File: src/rtl/sprite_pixel_reader_if.sv
// Read-side bus between the sprite pixel reader and framebuffer memory.
// The reader issues single-cycle requests; memory answers with a one-cycle strobe.
interface sprite_pixel_reader_if;
  logic        rd_req;
  logic [11:0] rd_addr;
  logic        rd_valid;
  logic [31:0] rd_data;

  modport master (output rd_req, output rd_addr, input rd_valid, input rd_data);
  modport slave  (input rd_req, input rd_addr, output rd_valid, output rd_data);
endinterface

File: src/rtl/sprite_pixel_reader.sv
// Raster-side reader for the 256x256 2-bit sprite framebuffer.
// Fetches one 32-bit word per 16 pixels and unpacks it MSB-first, one pixel per clock,
// one clock behind the row/column counters.
module sprite_pixel_reader #(
  parameter int unsigned WIN_X = 16,
  parameter int unsigned WIN_Y = 0
) (
  input  logic                        i_Clk,
  input  logic                        i_Reset,
  input  logic [9:0]                  i_Row,
  input  logic [9:0]                  i_Column,
  sprite_pixel_reader_if.master       rd_bus,
  output logic [1:0]                  o_Pixel,
  output logic                        o_Pixel_Valid,
  output logic                        o_Underrun
);

  localparam logic [10:0] XLo = 11'(WIN_X);
  localparam logic [10:0] XHi = 11'(WIN_X + 256);
  localparam logic [10:0] YLo = 11'(WIN_Y);
  localparam logic [10:0] YHi = 11'(WIN_Y + 256);

  typedef enum logic [1:0] {StIdle, StFetch, StReady, StActive} state_e;

  state_e      state_q;
  logic [31:0] sr_q;
  logic [31:0] hold_q;
  logic        hold_full_q;
  logic        outstanding_q;

  logic        in_row;
  logic        in_win;
  logic [7:0]  row_k;
  logic [7:0]  col_k;
  logic        rsp_take;
  logic        slot0;
  logic        shift_slot;
  logic        req;
  logic [11:0] addr;

  assign in_row = ({1'b0, i_Row} >= YLo) && ({1'b0, i_Row} < YHi);
  assign in_win = in_row && ({1'b0, i_Column} >= XLo) && ({1'b0, i_Column} < XHi);
  assign row_k  = 8'(i_Row - 10'(WIN_Y));
  assign col_k  = 8'(i_Column - 10'(WIN_X));

  // Responses with nothing in flight (e.g. after reset) are dropped here.
  assign rsp_take = rd_bus.rd_valid && outstanding_q;

  // A late first word (still in FETCH at the window start) is handled as an underrun
  // rather than leaving the row stuck.
  assign slot0 = in_win && (col_k[3:0] == 4'd0) &&
                 ((state_q == StActive) ||
                  (((state_q == StFetch) || (state_q == StReady)) && (col_k == 8'd0)));
  assign shift_slot = (state_q == StActive) && in_win && (col_k[3:0] != 4'd0);

  // Requests are decoded from the current counters so memory sees them in the slot-0 cycle.
  always_comb begin
    req  = 1'b0;
    addr = 12'd0;
    if (!i_Reset) begin
      if (state_q == StIdle) begin
        if ((i_Column == 10'd0) && in_row) begin
          req  = 1'b1;
          addr = {row_k, 4'd0};
        end
      end else if (slot0 && (col_k[7:4] != 4'hF) && (hold_full_q || !outstanding_q)) begin
        req  = 1'b1;
        addr = {row_k, 4'(col_k[7:4] + 4'd1)};
      end
    end
  end

  assign rd_bus.rd_req  = req;
  assign rd_bus.rd_addr = addr;

  // Datapath, handshake bookkeeping and FSM.
  always_ff @(posedge i_Clk) begin
    if (i_Reset) begin
      state_q       <= StIdle;
      sr_q          <= 32'd0;
      hold_q        <= 32'd0;
      hold_full_q   <= 1'b0;
      outstanding_q <= 1'b0;
      o_Pixel       <= 2'b00;
      o_Pixel_Valid <= 1'b0;
      o_Underrun    <= 1'b0;
    end else begin
      o_Pixel       <= 2'b00;
      o_Pixel_Valid <= 1'b0;

      if (rsp_take) begin
        hold_q        <= rd_bus.rd_data;
        hold_full_q   <= 1'b1;
        outstanding_q <= 1'b0;
      end
      if (req) begin
        outstanding_q <= 1'b1;
      end

      if (slot0) begin
        o_Pixel_Valid <= 1'b1;
        if (hold_full_q) begin
          o_Pixel     <= hold_q[31:30];
          sr_q        <= {hold_q[29:0], 2'b00};
          hold_full_q <= 1'b0;
        end else begin
          // A word arriving in this same cycle stays in HOLD for the next slot 0.
          sr_q       <= 32'd0;
          o_Underrun <= 1'b1;
        end
      end
      if (shift_slot) begin
        o_Pixel_Valid <= 1'b1;
        o_Pixel       <= sr_q[31:30];
        sr_q          <= {sr_q[29:0], 2'b00};
      end

      unique case (state_q)
        StIdle: begin
          if ((i_Column == 10'd0) && in_row) state_q <= StFetch;
        end
        StFetch, StReady: begin
          if (!in_row || ({1'b0, i_Column} >= XHi)) state_q <= StIdle;
          else if (slot0)                           state_q <= StActive;
          else if (rsp_take)                        state_q <= StReady;
        end
        StActive: begin
          if (!in_win || (col_k == 8'd255)) state_q <= StIdle;
        end
      endcase
    end
  end

endmodule

File: src/flat_wrapper.sv
// flat-port wrapper written by rule: the top's interface ports become plain ports
module sprite_pixel_reader_flat 
#(
  parameter int unsigned WIN_X = 16,
  parameter int unsigned WIN_Y = 0
)
  (i_Clk, i_Reset, i_Row, i_Column, o_Pixel, o_Pixel_Valid, o_Underrun, rd_bus_rd_req, rd_bus_rd_addr, rd_bus_rd_valid, rd_bus_rd_data);
  sprite_pixel_reader_if rd_bus_i ();
  input  logic i_Clk;
  input  logic i_Reset;
  input  logic [9:0] i_Row;
  input  logic [9:0] i_Column;
  output logic [1:0] o_Pixel;
  output logic o_Pixel_Valid;
  output logic o_Underrun;
  output wire logic [$bits(rd_bus_i.rd_req)-1:0] rd_bus_rd_req;
  output wire logic [$bits(rd_bus_i.rd_addr)-1:0] rd_bus_rd_addr;
  input wire logic [$bits(rd_bus_i.rd_valid)-1:0] rd_bus_rd_valid;
  input wire logic [$bits(rd_bus_i.rd_data)-1:0] rd_bus_rd_data;
  assign rd_bus_rd_req = rd_bus_i.rd_req;
  assign rd_bus_rd_addr = rd_bus_i.rd_addr;
  assign rd_bus_i.rd_valid = rd_bus_rd_valid;
  assign rd_bus_i.rd_data = rd_bus_rd_data;
  sprite_pixel_reader #(.WIN_X(WIN_X), .WIN_Y(WIN_Y)) u_core (.i_Clk(i_Clk), .i_Reset(i_Reset), .i_Row(i_Row), .i_Column(i_Column), .rd_bus(rd_bus_i), .o_Pixel(o_Pixel), .o_Pixel_Valid(o_Pixel_Valid), .o_Underrun(o_Underrun));
endmodule
File: config.mk
export PLATFORM = sky130hd
export DESIGN_NAME = sprite_pixel_reader_flat
export DESIGN_NICKNAME = d
export VERILOG_FILES = /design/src/rtl/sprite_pixel_reader_if.sv /design/src/rtl/sprite_pixel_reader.sv /design/src/flat_wrapper.sv
export SDC_FILE = /design/constraint.sdc
export NUM_CORES = 1
export LEC_CHECK = 0
export BUFFER_PORTS_ARGS = -buffer_cell sky130_fd_sc_hd__buf_2
export CORE_ASPECT_RATIO = 1.4
export CORE_UTILIZATION = 30
export DETAILED_ROUTE_END_ITERATION = 16
export SYNTH_ARGS = -nofsm -noshare
export SYNTH_HDL_FRONTEND = slang
export SYNTH_SLANG_ARGS = --single-unit
export TNS_END_PERCENT = 20
File: constraint.sdc
create_clock -name i_Clk -period 4.25 [get_ports i_Clk]
set_clock_uncertainty 0.2 [all_clocks]
set_input_delay 0.425 -clock i_Clk [delete_from_list [all_inputs] [get_ports i_Clk]]
set_output_delay 0.425 -clock i_Clk [all_outputs]
set_load 0.02 [all_outputs]
Word-level counts from Yosys, hierarchy flattened
Cells that the tools add are included.
- multiplexer cells: 27
- magnitude comparators: 4
- multiply operators: 0
- reductions and logical operators: 30
- shift-type cells: 0
- equality and inequality tests: 8
- add/subtract/negate cells: 2
- bitwise gates (word level): 1
- div/mod/pow operators: 0
- operator list (operator ; number):
    32-bit 2-to-1 mux ; 3
    12-bit 2-to-1 mux ; 4
    10-bit by 9-bit < comparator with 1-bit output (second input constant) ; 2
    2-bit 2-to-1 mux ; 8
    1-bit logical AND ; 11
    1-bit 2-to-1 mux ; 11
    10-bit by 5-bit greater-or-equal comparator with 1-bit output (second input constant) ; 1
    10-bit by 9-bit greater-or-equal comparator with 1-bit output (second input constant) ; 1
    10-bit zero test ; 1
    8-bit == test (second input constant) ; 1
    8-bit zero test ; 1
    8-bit by 5-bit subtractor with 8-bit output (second input constant) ; 1
    2-bit case mux with 3 select lines ; 1
    1-bit logical OR ; 5
    4-bit by 1-bit adder with 4-bit output (second input constant) ; 1
    2-bit == test (second input constant) ; 2
    4-bit zero test ; 1
    2-bit inequality test (second input constant) ; 2
    4-bit by 1-bit inequality test with 1-bit output (second input constant) ; 1
    4-bit inequality test (second input constant) ; 1
    2-bit nonzero test ; 2
    4-bit nonzero test ; 1
    2-bit OR reduction ; 2
    1-bit zero test ; 3
    5 further kinds ; 5
- memory bits (writable): 0
- bits in registers: 72
- memories kept: 0
- memory bits (read-only): 0
- bits in latches: 0

Longest topological paths before layout
Gate-level depths: netlist of the first run.
- depth after elaboration: 11
- depth in mapped cells: 10
- gate-level depth less buffers: 8

Worst setup path before layout of the first run
Ideal clock, no wire load.
- path kind: input port to output port
- start: in i_Column[4]
- end: out rd_bus_rd_addr[10]
- required time: 3.625 ns
- slack: 1.155 ns
- arrival time: 2.470 ns
- cell stages on the path: 9
- buffers on the path: 1
- cells stage by stage: inv_1 > ha_1 > or3b_4 > a21boi_2 > o211ai_2 > or2_1 > buf_4 > o32ai_2 > and2_1
- cells in the longest elaborated chain, start to end: 10
- elaborated cells on any way between the ends: 19
- classes of those cells: 1 x add/sub; 2 x order compare; 1 x eq/ne; 4 x mux; 11 x reduce/logical
- ends and longest elaborated chain (what ; line ; source):
    start, declared ; flat_wrapper.sv:12 ; input logic [9:0] i_Column;
    8-bit by 5-bit subtractor with 8-bit output / 10-bit by 5-bit greater-or-equal comparator with 1-bit output (equally long branches) ; sprite_pixel_reader.sv:44, sprite_pixel_reader.sv:42 ;
    8-bit zero test / 1-bit logical AND (equally long branches) ; sprite_pixel_reader.sv:53, sprite_pixel_reader.sv:42 ;
    1-bit logical AND (on tied branches) ; sprite_pixel_reader.sv:53, sprite_pixel_reader.sv:42 ;
    1-bit logical OR / 1-bit logical AND (equally long branches) ; sprite_pixel_reader.sv:52, sprite_pixel_reader.sv:51 ;
    1-bit logical AND ; sprite_pixel_reader.sv:51 ; assign slot0 = in_win && (col_k[3:0] == 4'd0) &&
    1-bit logical AND (2 in a row) ; sprite_pixel_reader.sv:66 ; end else if (slot0 && (col_k[7:4] != 4'hF) && (hold_full_q || !outstanding_q)) begin
    12-bit 2-to-1 mux ; sprite_pixel_reader.sv:66 ;
    12-bit 2-to-1 mux * ; sprite_pixel_reader.sv:61 ; if (state_q == StIdle) begin
    12-bit 2-to-1 mux * ; sprite_pixel_reader.sv:60 ; if (!i_Reset) begin
    end, declared ; flat_wrapper.sv:17 ; output wire logic [$bits(rd_bus_i.rd_addr)-1:0] rd_bus_rd_addr;
Every way passes the cells marked *; elsewhere a longest branch is shown, timed or not.

Final worst setup path of the first run
- start: in i_Column[4]
- end: out rd_bus_rd_addr[3]
- cells in the longest elaborated chain, start to end: 10
- elaborated cells on any way between the ends: 17
- classes of those cells: 2 x add/sub; 2 x order compare; 1 x eq/ne; 3 x mux; 9 x reduce/logical
- ends and longest elaborated chain (what ; line):
    8-bit by 5-bit subtractor with 8-bit output / 10-bit by 5-bit greater-or-equal comparator with 1-bit output (equally long branches) ; sprite_pixel_reader.sv:44, sprite_pixel_reader.sv:42
    8-bit zero test / 1-bit logical AND (equally long branches) ; sprite_pixel_reader.sv:53, sprite_pixel_reader.sv:42
    1-bit logical AND (on tied branches) ; sprite_pixel_reader.sv:53, sprite_pixel_reader.sv:42
    1-bit logical OR / 1-bit logical AND (equally long branches) ; sprite_pixel_reader.sv:52, sprite_pixel_reader.sv:51
    1-bit logical AND ; sprite_pixel_reader.sv:51
    1-bit logical AND (2 in a row) ; sprite_pixel_reader.sv:66
    12-bit 2-to-1 mux * ; sprite_pixel_reader.sv:66
    12-bit 2-to-1 mux * ; sprite_pixel_reader.sv:61
    12-bit 2-to-1 mux * ; sprite_pixel_reader.sv:60
Marked as above.

==> flow_summary_export.csv, run 1 <==
group,metric,value,unit
outcome,outcome,"complete, no violations",
route,highest_layer,"met4",
route,wl_met2,3.66,mm
power,switchingPower,287,uW
critical_path,rrSetupSlack,2080,ps
floorplan,core,10900,um2
synthesis,ys_ff_latch,70,
route,detail-route-antenna-nets,0,
flow_run,cap_viol_max_count,0,
timing,slew_violations,0,
synthesis,ys_seq_area_frac,0.413,
cts,cts_root_buf,"clkbuf_16",
layout,final_net_count,516,
timing,setup_viol,0,
layout,final-seq-area,1400,um2
power,ir_drop,0.220,mV
placed_design,dpl_cell_area,3770,um2
route,drt_iter0_drc,169,
floorplan,start_util,0.310,
layout,multi_input_area,1750,um2
synthesis,syn_nets,462,
layout,area_growth,19.1,%
power,pwr-share-comb,0.049,
cts,cts_htree_levels,3,
global_route,grt_usage,0.142,
cts,cts_setup_buffers,0,
critical_path,critPathMaxFanout,36,
global_route,grt_max_degree,70,
power,power.total,1.40,mW
layout,diodes,0,
critical_path,crit_required,3620,ps
placed_design,gp_congestion,0.783,
layout,final_cell_area,4040,um2
cts,clk_path_buf_depth,2,
critical_path,end_kind,"output pin",
power,p_leak,1.52,nW
hold_path,hold_path_class,"in -> reg",
timing,worstMarginPinSlew,1130,ps
global_route,grt_pass1_wl,13.3,mm
cts,hold_buffers,0,
synthesis,syn-instance-count,402,
synthesis,ys_warn_count,0,
cts,numClockSinks,70,
timing,min_period,3310,ps
timing,period_share,0.778,
timing,finalHoldViolations,0,
global_route,grt_pass1_vias,2918,
cts,clk_pin_slew,50,ps
timing,rsz0062_at_grt,"no",
timing,max_clock_freq,302,MHz
route,viasPerCell,4.93,
route,routed_wl,7.60,mm
route,via_count,2963,
synthesis,synth.distinct_cells,40,
cts,cts_resized,0,
critical_path,regToRegStartpoint,"u_core.state_q[0]",
cts,clk_latency,330,ps
layout,fillers,1163,
critical_path,cp-startpoint,"i_Column[4]",
floorplan,die-area,11700,um2
timing,relSlewSlack,0.248,
route,drtPass1Iterations,4,
power,p_int,1.11,mW
power,p_seq_frac,0.471,
route,wl_met3,318,um
power,clockPowerShare,0.480,
route,post_drt_wl_per_cell,12.6,um
placed_design,dp_hpwl,5.19,mm
floorplan,fp.dieW,91.9,um
route,drc,0,
critical_path,crit_path_end,"rd_bus_rd_addr[3]",
cts,tritoncts,"done",
placed_design,port_buffers,71,
floorplan,ioPinCount,72,
route,wl_met1,3.46,mm
critical_path,critPathArrivalTime,2680,ps
power,power.density,347,nW/um2
floorplan,std_cell_rows,45,
floorplan,die_h,128,um
global_route,grt-ovfl-total,0,
synthesis,syn_area_per_cell,8.43,um2
global_route,antenna_found_initial,0,
power,swShare,0.205,
critical_path,reg2regPathDepth,7,
timing,tns,0,ps
layout,drive_above_1_share,0.276,
critical_path,r2r_end,"u_core.state_q[0]",
critical_path,startpoint_type,"input port",
synthesis,synthesis.area,3390,um2
critical_path,path_class,"in -> out",
cts,numCtsBuffers,9,
worst max-delay path: stages:
cell and delay (ps):
buf_2 140, inv_1 120, ha_1 260, or3b_4 410
a21boi_2 220, o211ai_2 120, nor2_2 100, buf_4 340
nand3_1 200, nor2_1 150, buf_2 170
cells in the mapped netlist (all sizes together):
cell | number | area [um2]
a211oi | 1 | 7.51
a21boi | 1 | 11.3
a21o | 1 | 7.51
a21oi | 37 | 185
a221oi | 1 | 8.76
a2bb2oi | 1 | 15.0
a311oi | 28 | 420
a32oi | 2 | 17.5
a41oi | 1 | 8.76
and2 | 10 | 62.6
and3 | 2 | 12.5
buf | 16 | 143
clkbuf | 18 | 67.6
dfxtp | 70 | 1400
ha | 5 | 62.6
inv | 7 | 26.3
mux2i | 1 | 10.0
nand2 | 94 | 353
nand3 | 34 | 170
nand3b | 1 | 7.51
nand4 | 2 | 12.5
nor2 | 43 | 164
nor2b | 3 | 18.8
nor3 | 3 | 15.0
nor4 | 1 | 12.5
o211ai | 2 | 25.0
o21a | 2 | 15.0
o21ai | 3 | 15.0
o221a | 1 | 11.3
o31a | 1 | 8.76
o32ai | 1 | 16.3
or2 | 2 | 12.5
or3 | 1 | 11.3
or3b | 1 | 11.3
xnor2 | 5 | 43.8
cell families (layout without fill, tap and decap cells):
logic type | count (synthesis) | after routing | synth area share
fa+ha+maj | 5 | 5 | 0.0185
xor+xnor | 5 | 5 | 0.0129
compound gates | 83 | 83 | 0.228
simple gates | 197 | 197 | 0.255
buf+inv | 41 | 99 | 0.0697
mux | 1 | 1 | 0.00295
flops | 70 | 70 | 0.413
sequential cells by signal, summed over array words and instances, names as in the netlist:
name                  count
u_core.hold_full_q        1
u_core.hold_q            32
u_core.o_Pixel            2
u_core.o_Pixel_Valid      1
u_core.o_Underrun         1
u_core.outstanding_q      1
u_core.sr_q              30
u_core.state_q            2
layer usage:
layer / vias up / global-route usage
met5: - / 0
met4: 0 / 0.0708
met3: 13 / 0.0356
met2: 71 / 0.227
met1: 1388 / 0.176
li1: 1491 / -
metrics by stage:
| step | util | hold slack [ps] | std cells | setup slack, ps |
|---|---|---|---|---|
| after floorplan | - | 237 | 402 | 1160 |
| after global placement | 0.345 | 248 | 586 | 1040 |
| after detailed placement | 0.345 | 251 | 586 | 893 |
| after CTS | 0.370 | 124 | 601 | 955 |
| after global routing | 0.370 | 134 | 601 | 741 |
| final | 0.370 | 136 | 601 | 944 |
layout by cell type, fill, tap and decap left out, drive strengths merged:
cell type	Yosys	final
nor2b	3	3
o32ai	1	1
o221a	1	1
ha	5	5
a21oi	37	37
and2	10	10
buf	16	77
nand2	94	94
o21a	2	2
or3b	1	1
nand3b	1	1
nor4	1	1
nor3	3	3
inv	7	7
a21boi	1	1
mux2i	1	1
nor2	43	43
nand4	2	2
clkbuf	18	14
dfxtp	70	70
or3	1	1
o211ai	2	2
xnor2	5	5
a2bb2oi	1	1
and3	2	2
o31a	1	1
o21ai	3	3
a41oi	1	1
a311oi	28	28
or2	2	2
a21o	1	1
a32oi	2	2
a211oi	1	1
nand3	34	34
clkinv	0	1
a221oi	1	1
layout make-up:
type,count,share of cell area
Sequential cell,70,0.347
Timing Repair Buffer,77,0.102
Clock inverter,1,0.00124
Clock buffer,14,0.0654
Inverter,7,0.00651
Multi-Input combinational cell,291,0.434
Tap cell,141,0.0437
power by group through the flow:
stage / registers [mW] / logic [mW] / clock network, mW
after floorplan: 0.672 / 0.0365 / 0
after global placement: 0.672 / 0.0678 / 0
after detailed placement: 0.672 / 0.0699 / 0
after CTS: 0.659 / 0.0701 / 0.687
after global routing: 0.658 / 0.0772 / 0.719
final: 0.659 / 0.0693 / 0.671
how the worst min path moves through the flow:
stage | startpoint | slack, ps | endpoint | cells past startpoint
5_1_grt | rd_bus_rd_data[27] | 130 | u_core.hold_q[27] | 3
3_3_place_gp | u_core.hold_q[4] | 250 | u_core.hold_q[4] | 2
2_1_floorplan | u_core.hold_q[30] | 240 | u_core.hold_q[30] | 2
6_report | rd_bus_rd_data[2] | 140 | u_core.hold_q[2] | 3
4_1_cts | rd_bus_rd_data[2] | 120 | u_core.hold_q[2] | 3
3_5_place_dp | u_core.hold_q[0] | 250 | u_core.hold_q[0] | 2
Power figures use the tool's default switching activity.
==> inputs of run 2 (changes only) <==
Settings changed: ABC_AREA set to 1.
Clock period 4.25 ns to 3.12 ns, I/O delays scaled along.
==> flow_summary_export.csv, run 2 <==
group,metric,value,unit
critical_path,critPathArrivalTime,2100,ps
cts,clk_path_buf_depth,2,
timing,whs,8.65,ps
global_route,antenna_found_initial,0,
cts,cts_root_buf,"clkbuf_16",
floorplan,ioPinCount,72,
placed_design,gp_congestion,0.737,
floorplan,start_util,0.311,
route,drt_iter0_drc,115,
critical_path,cpMaxStageDelayCell,"ha_1",
power,power.density,505,nW/um2
synthesis,syn_area_per_cell,7.24,um2
floorplan,std_cell_rows,46,
synthesis,synth.distinct_cells,33,
critical_path,critPathMaxFanout,14,
critical_path,max_stage_delay,220,ps
power,p_leak,1.77,nW
timing,rsz0062_at_grt,"no",
synthesis,synthTopCellsByArea,"dfxtp_1 39%, nand2_1 11%, nor2_1 9.5%",
timing,finalHoldViolations,0,
global_route,grt_pass1_vias,3078,
layout,final_net_count,611,
outcome,outcome,"complete, no violations",
synthesis,synthesis.area,3560,um2
synthesis,syn-instance-count,492,
timing,setup_viol,0,
flow_run,cap_viol_max_count,0,
synthesis,synth_area_leader_cell,"dfxtp_1",
synthesis,yosysMostFrequentCell,"nand2_1",
synthesis,synth_edf_count,0,
layout,drive_above_1_share,0.291,
synthesis,async_flop_share,0,
synthesis,syn_nets,552,
layout,diodes,0,
synthesis,synthTopCellsByCount,"106 x nand2_1, 90 x nor2_1, 70 x dfxtp_1",
synthesis,ys.flop_type,"dfxtp_1",
route,drc,0,
critical_path,end_kind,"output pin",
global_route,grt_pass1_wl,13.7,mm
route,via_count,3233,
cts,numCtsBuffers,9,
route,viasPerCell,4.62,
critical_path,startpoint_type,"input port",
layout,area_growth,19.0,%
timing,max_clock_freq,383,MHz
cts,clk_pin_slew,50,ps
global_route,grt_max_degree,64,
timing,tns,0,ps
route,post_drt_wl_per_cell,11.5,um
cts,cts_setup_buffers,0,
global_route,grt-ovfl-total,0,
cts,hold_buffers,0,
layout,largest_reg_flops,32,
floorplan,fp.dieW,94.1,um
timing,worstMarginPinSlew,544,ps
timing,min_period,2610,ps
synthesis,ys_warn_count,0,
layout,fillers,1213,
timing,period_share,0.838,
layout,regMostFlops,"u_core.hold_q",
layout,reg_top3,"u_core.hold_q (32), u_core.sr_q (30)",
layout,final_common_cell,"nand2_1",
cts,clk_latency,330,ps
critical_path,crit_chain,"buf_2 > inv_1 > ha_1 > inv_1 > nor2_1 > nand2_1 > nand2_1 > nand2_1 > nor2_4 > nand3_4 > inv_4 > nand3_4 > a21boi_0 > buf_2",
floorplan,die-area,12300,um2
synthesis,ys_seq_area_frac,0.393,
timing,slew_violations,0,
route,routed_wl,8.04,mm
global_route,grt_usage,0.139,
critical_path,path_class,"in -> out",
floorplan,die_h,131,um
placed_design,port_buffers,71,
hold_path,hold_path_class,"in -> reg",
route,detail-route-antenna-nets,0,
floorplan,core,11500,um2
synthesis,yosys.area.top_type_share,0.393,
layout,mostFrequentLayoutCells,"106 x nand2_1, 90 x nor2_1, 71 x buf_2",
timing,fin_ws,506,ps
synthesis,ys_ff_latch,70,
power,ir_drop,0.249,mV
cts,tritoncts,"done",
cts,numClockSinks,70,
placed_design,dp_worst_setup_slack,498,ps
placed_design,dp_hpwl,5.40,mm
critical_path,crit_path_frequent_cell,"nand2_1",
critical_path,crit_required,2610,ps
timing,relSlewSlack,0.637,
cts,cts_htree_levels,3,
power,power.total,2.14,mW
cts,cts_resized,0,
route,drtPass1Iterations,4,
## run 2: critical path, delay by kind of cell
| kind | cells | cell delay, ps |
|---|---|---|
| AO/OA/AOI/OAI | 1 | 190 |
| adder cells (fa/ha/maj) | 1 | 220 |
| buffers and inverters | 5 | 590 |
| AND/OR/NAND/NOR | 7 | 770 |
## run 2: where the power goes
part           switching, mW  internal, mW
Combinational          0.119        0.0873
Clock                  0.393         0.624
Sequential           0.00759         0.909
## run 2: metrics by stage
step                      cell area [um2]   util  std cells
final                                4240  0.370        700
after global routing                 4240  0.370        700
after CTS                            4240  0.370        700
after detailed placement             3940  0.344        684
after global placement               3940  0.344        684
after floorplan                      3560      -        492
## run 2: kinds of logic after synthesis
logic type,synth area share
AO/OA/AOI/OAI,0.182
flip-flops,0.393
XOR/XNOR,0.00492
AND/OR/NAND/NOR,0.320
adder cells (fa/ha/maj),0.0176
buffers and inverters,0.0825
## run 2: metal layers
layer / GRT usage / share of wire
met5: 0 / 0
met4: 0.0633 / 0.015
met3: 0.0243 / 0.041
met2: 0.253 / 0.50
met1: 0.156 / 0.44
## run 2: final timing paths
| check | startpoint | endpoint | slack [ps] | cells past startpoint |
|---|---|---|---|---|
| worst max-delay path | i_Column[4] | rd_bus_rd_addr[10] | 510 | 14 |
| worst min-delay path | rd_bus_rd_valid | u_core.outstanding_q | 9 | 2 |
| worst max register to register | u_core.state_q[0] | u_core.sr_q[29] | 910 | 10 |
| worst min register to register | u_core.sr_q[10] | u_core.sr_q[12] | 260 | 2 |
## run 2: cell type report
type / count / area, um2 / area share
clock buffer: 10 / 229 / 0.0540
tap: 144 / 180 / 0.0425
timing repair buffer: 77 / 400 / 0.0945
sequential: 70 / 1400 / 0.331
clock inverter: 6 / 71.3 / 0.0168
multi-input combinational: 370 / 1870 / 0.441
inverter: 23 / 88.8 / 0.0210
==> inputs of run 3 (changes only) <==
Clock period 3.12 ns to 2.75 ns, I/O delays scaled along.
==> flow_summary_export.csv, run 3 (synthesized netlist as in run 2, its figures left out) <==
group,metric,value,unit
layout,final_net_count,619,
floorplan,start_util,0.311,
global_route,grt_pass1_vias,3080,
layout,drive_above_1_share,0.296,
outcome,outcome,"complete, but fails checks",
timing,whs,-1.77,ps
layout,diodes,0,
critical_path,startpoint_type,"register",
layout,final_common_cell,"nand2_1",
critical_path,crit_chain,"inv_1 > ha_1 > nand2_1 > nor2_1 > nand2_1 > nand2_1 > nand3_4 > inv_4 > nand3_2 > a21boi_1 > buf_4",
critical_path,cpMaxStageDelayCell,"dfxtp_1",
route,drt_iter0_drc,141,
layout,largest_reg_flops,32,
critical_path,regToRegStartpoint,"u_core.state_q[1]",
critical_path,path_class,"reg -> out",
global_route,antenna_found_initial,0,
cts,cts_root_buf,"clkbuf_16",
cts,clk_pin_slew,60,ps
layout,final-seq-area,1400,um2
floorplan,die_h,131,um
global_route,grt_pass1_wl,13.6,mm
route,routed_wl,8.21,mm
critical_path,reg2regPathDepth,12,
power,ir_drop,0.302,mV
cts,tritoncts,"done",
layout,reg_top3,"u_core.hold_q (32), u_core.sr_q (30)",
critical_path,crit_path_end,"rd_bus_rd_addr[5]",
layout,area_growth,21.7,%
global_route,grt-ovfl-total,0,
route,via_count,3293,
timing,max_clock_freq,384,MHz
timing,worstMarginPinSlew,549,ps
timing,min_period,2610,ps
layout,multi_input_area,1880,um2
timing,rsz0062_at_grt,"yes",
route,viasPerCell,4.65,
timing,period_share,0.948,
placed_design,port_buffers,71,
critical_path,rrSetupSlack,530,ps
placed_design,dp_hpwl,5.54,mm
critical_path,end_kind,"output pin",
critical_path,crit_required,2280,ps
critical_path,max_stage_delay,340,ps
floorplan,fp.dieW,94.1,um
route,post_drt_wl_per_cell,11.6,um
power,power.density,554,nW/um2
cts,clk_path_buf_depth,2,
layout,regMostFlops,"u_core.hold_q",
power,power.total,2.40,mW
route,drtPass1Iterations,4,
critical_path,critPathMaxFanout,8,
global_route,grt_max_degree,64,
power,p_leak,1.81,nW
cts,numClockSinks,70,
layout,mostFrequentLayoutCells,"106 x nand2_1, 90 x nor2_1, 70 x dfxtp_1",
critical_path,crit_path_frequent_cell,"nand2_1",
timing,relSlewSlack,0.631,
cts,clk_latency,330,ps
hold_path,hold_path_depth,3,
floorplan,std_cell_rows,46,
timing,setup_viol,0,
floorplan,ioPinCount,72,
hold_path,hold_path_class,"in -> reg",
global_route,grt_usage,0.140,
route,drc,0,
floorplan,core,11500,um2
timing,finalHoldViolations,4,
critical_path,r2r_end,"u_core.sr_q[10]",
critical_path,critPathArrivalTime,2130,ps
timing,slew_violations,0,
layout,fillers,1226,
cts,numCtsBuffers,9,
route,detail-route-antenna-nets,0,
floorplan,die-area,12300,um2
flow_run,cap_viol_max_count,0,
outcome,violations,"hold timing",
placed_design,gp_congestion,0.756,
cts,cts_htree_levels,3,
critical_path,cp-startpoint,"u_core.state_q[1]",
run 3: changes by cell type in the layout (fill, tap and decap cells not counted), sizes merged:
cell and delta:
dlygate4sd3 +5, buf +2, clkinv +2, clkbuf -1, inv -1, nand3 +1
run 3: cell type report:
| class | count | area share |
|---|---|---|
| multi-input combinational | 371 | 0.434 |
| sequential | 70 | 0.323 |
| timing repair buffer | 84 | 0.114 |
| clock buffer | 9 | 0.0519 |
| tap | 144 | 0.0415 |
| inverter | 23 | 0.0205 |
| clock inverter | 7 | 0.0150 |
run 3: timing repair:
item / CTS / global route
resized for setup: 0 / 12
endpoints found under the setup margin: 0 / 9
buffers inserted: 0 / 0
endpoints found under the hold margin: 5 / 0
hold buffers: 5 / 0
run 3: critical path: cells and delay by family, from the launching register on:
family	cells	cell delay, ps
AND/OR/NAND/NOR	6	600
buffers and inverters	3	350
flip-flops	1	340
adder cells (fa/ha/maj)	1	310
AO/OA/AOI/OAI	1	200
run 3: worst min-delay path by stage:
stage	startpoint	slack, ps	end
2_1_floorplan	rd_bus_rd_valid	200	u_core.outstanding_q
3_5_place_dp	u_core.sr_q[7]	260	u_core.sr_q[9]
5_1_grt	rd_bus_rd_data[9]	10	u_core.hold_q[9]
4_1_cts	rd_bus_rd_data[5]	0.2	u_core.hold_q[5]
3_3_place_gp	u_core.sr_q[5]	250	u_core.sr_q[7]
6_report	rd_bus_rd_data[5]	-2	u_core.hold_q[5]
run 3: layer usage:
metal / GRT usage / part of all wire / routed length [um]
met5: 0 / 0 / 0
met4: 0.0570 / 0.012 / 99
met3: 0.0278 / 0.037 / 307
met2: 0.251 / 0.52 / 4270
met1: 0.160 / 0.43 / 3530
run 3: where the power goes:
part	switching [mW]	leakage [nW]	internal [mW]
clock network	0.425	0.141	0.694
logic	0.137	1.10	0.105
registers	0.00907	0.564	1.03
total	0.572	1.81	1.83
run 3: through the flow:
stage | instances | instance area [um2] | util | setup WS [ps] | setup TNS, ps
2_1_floorplan | 492 | 3560 | - | 363 | 0
3_3_place_gp | 686 | 3970 | 0.346 | 237 | 0
3_5_place_dp | 686 | 3970 | 0.346 | 162 | 0
4_1_cts | 707 | 4310 | 0.376 | 124 | 0
5_1_grt | 708 | 4340 | 0.379 | -45.4 | -71.7
6_report | 708 | 4340 | 0.379 | 144 | 0
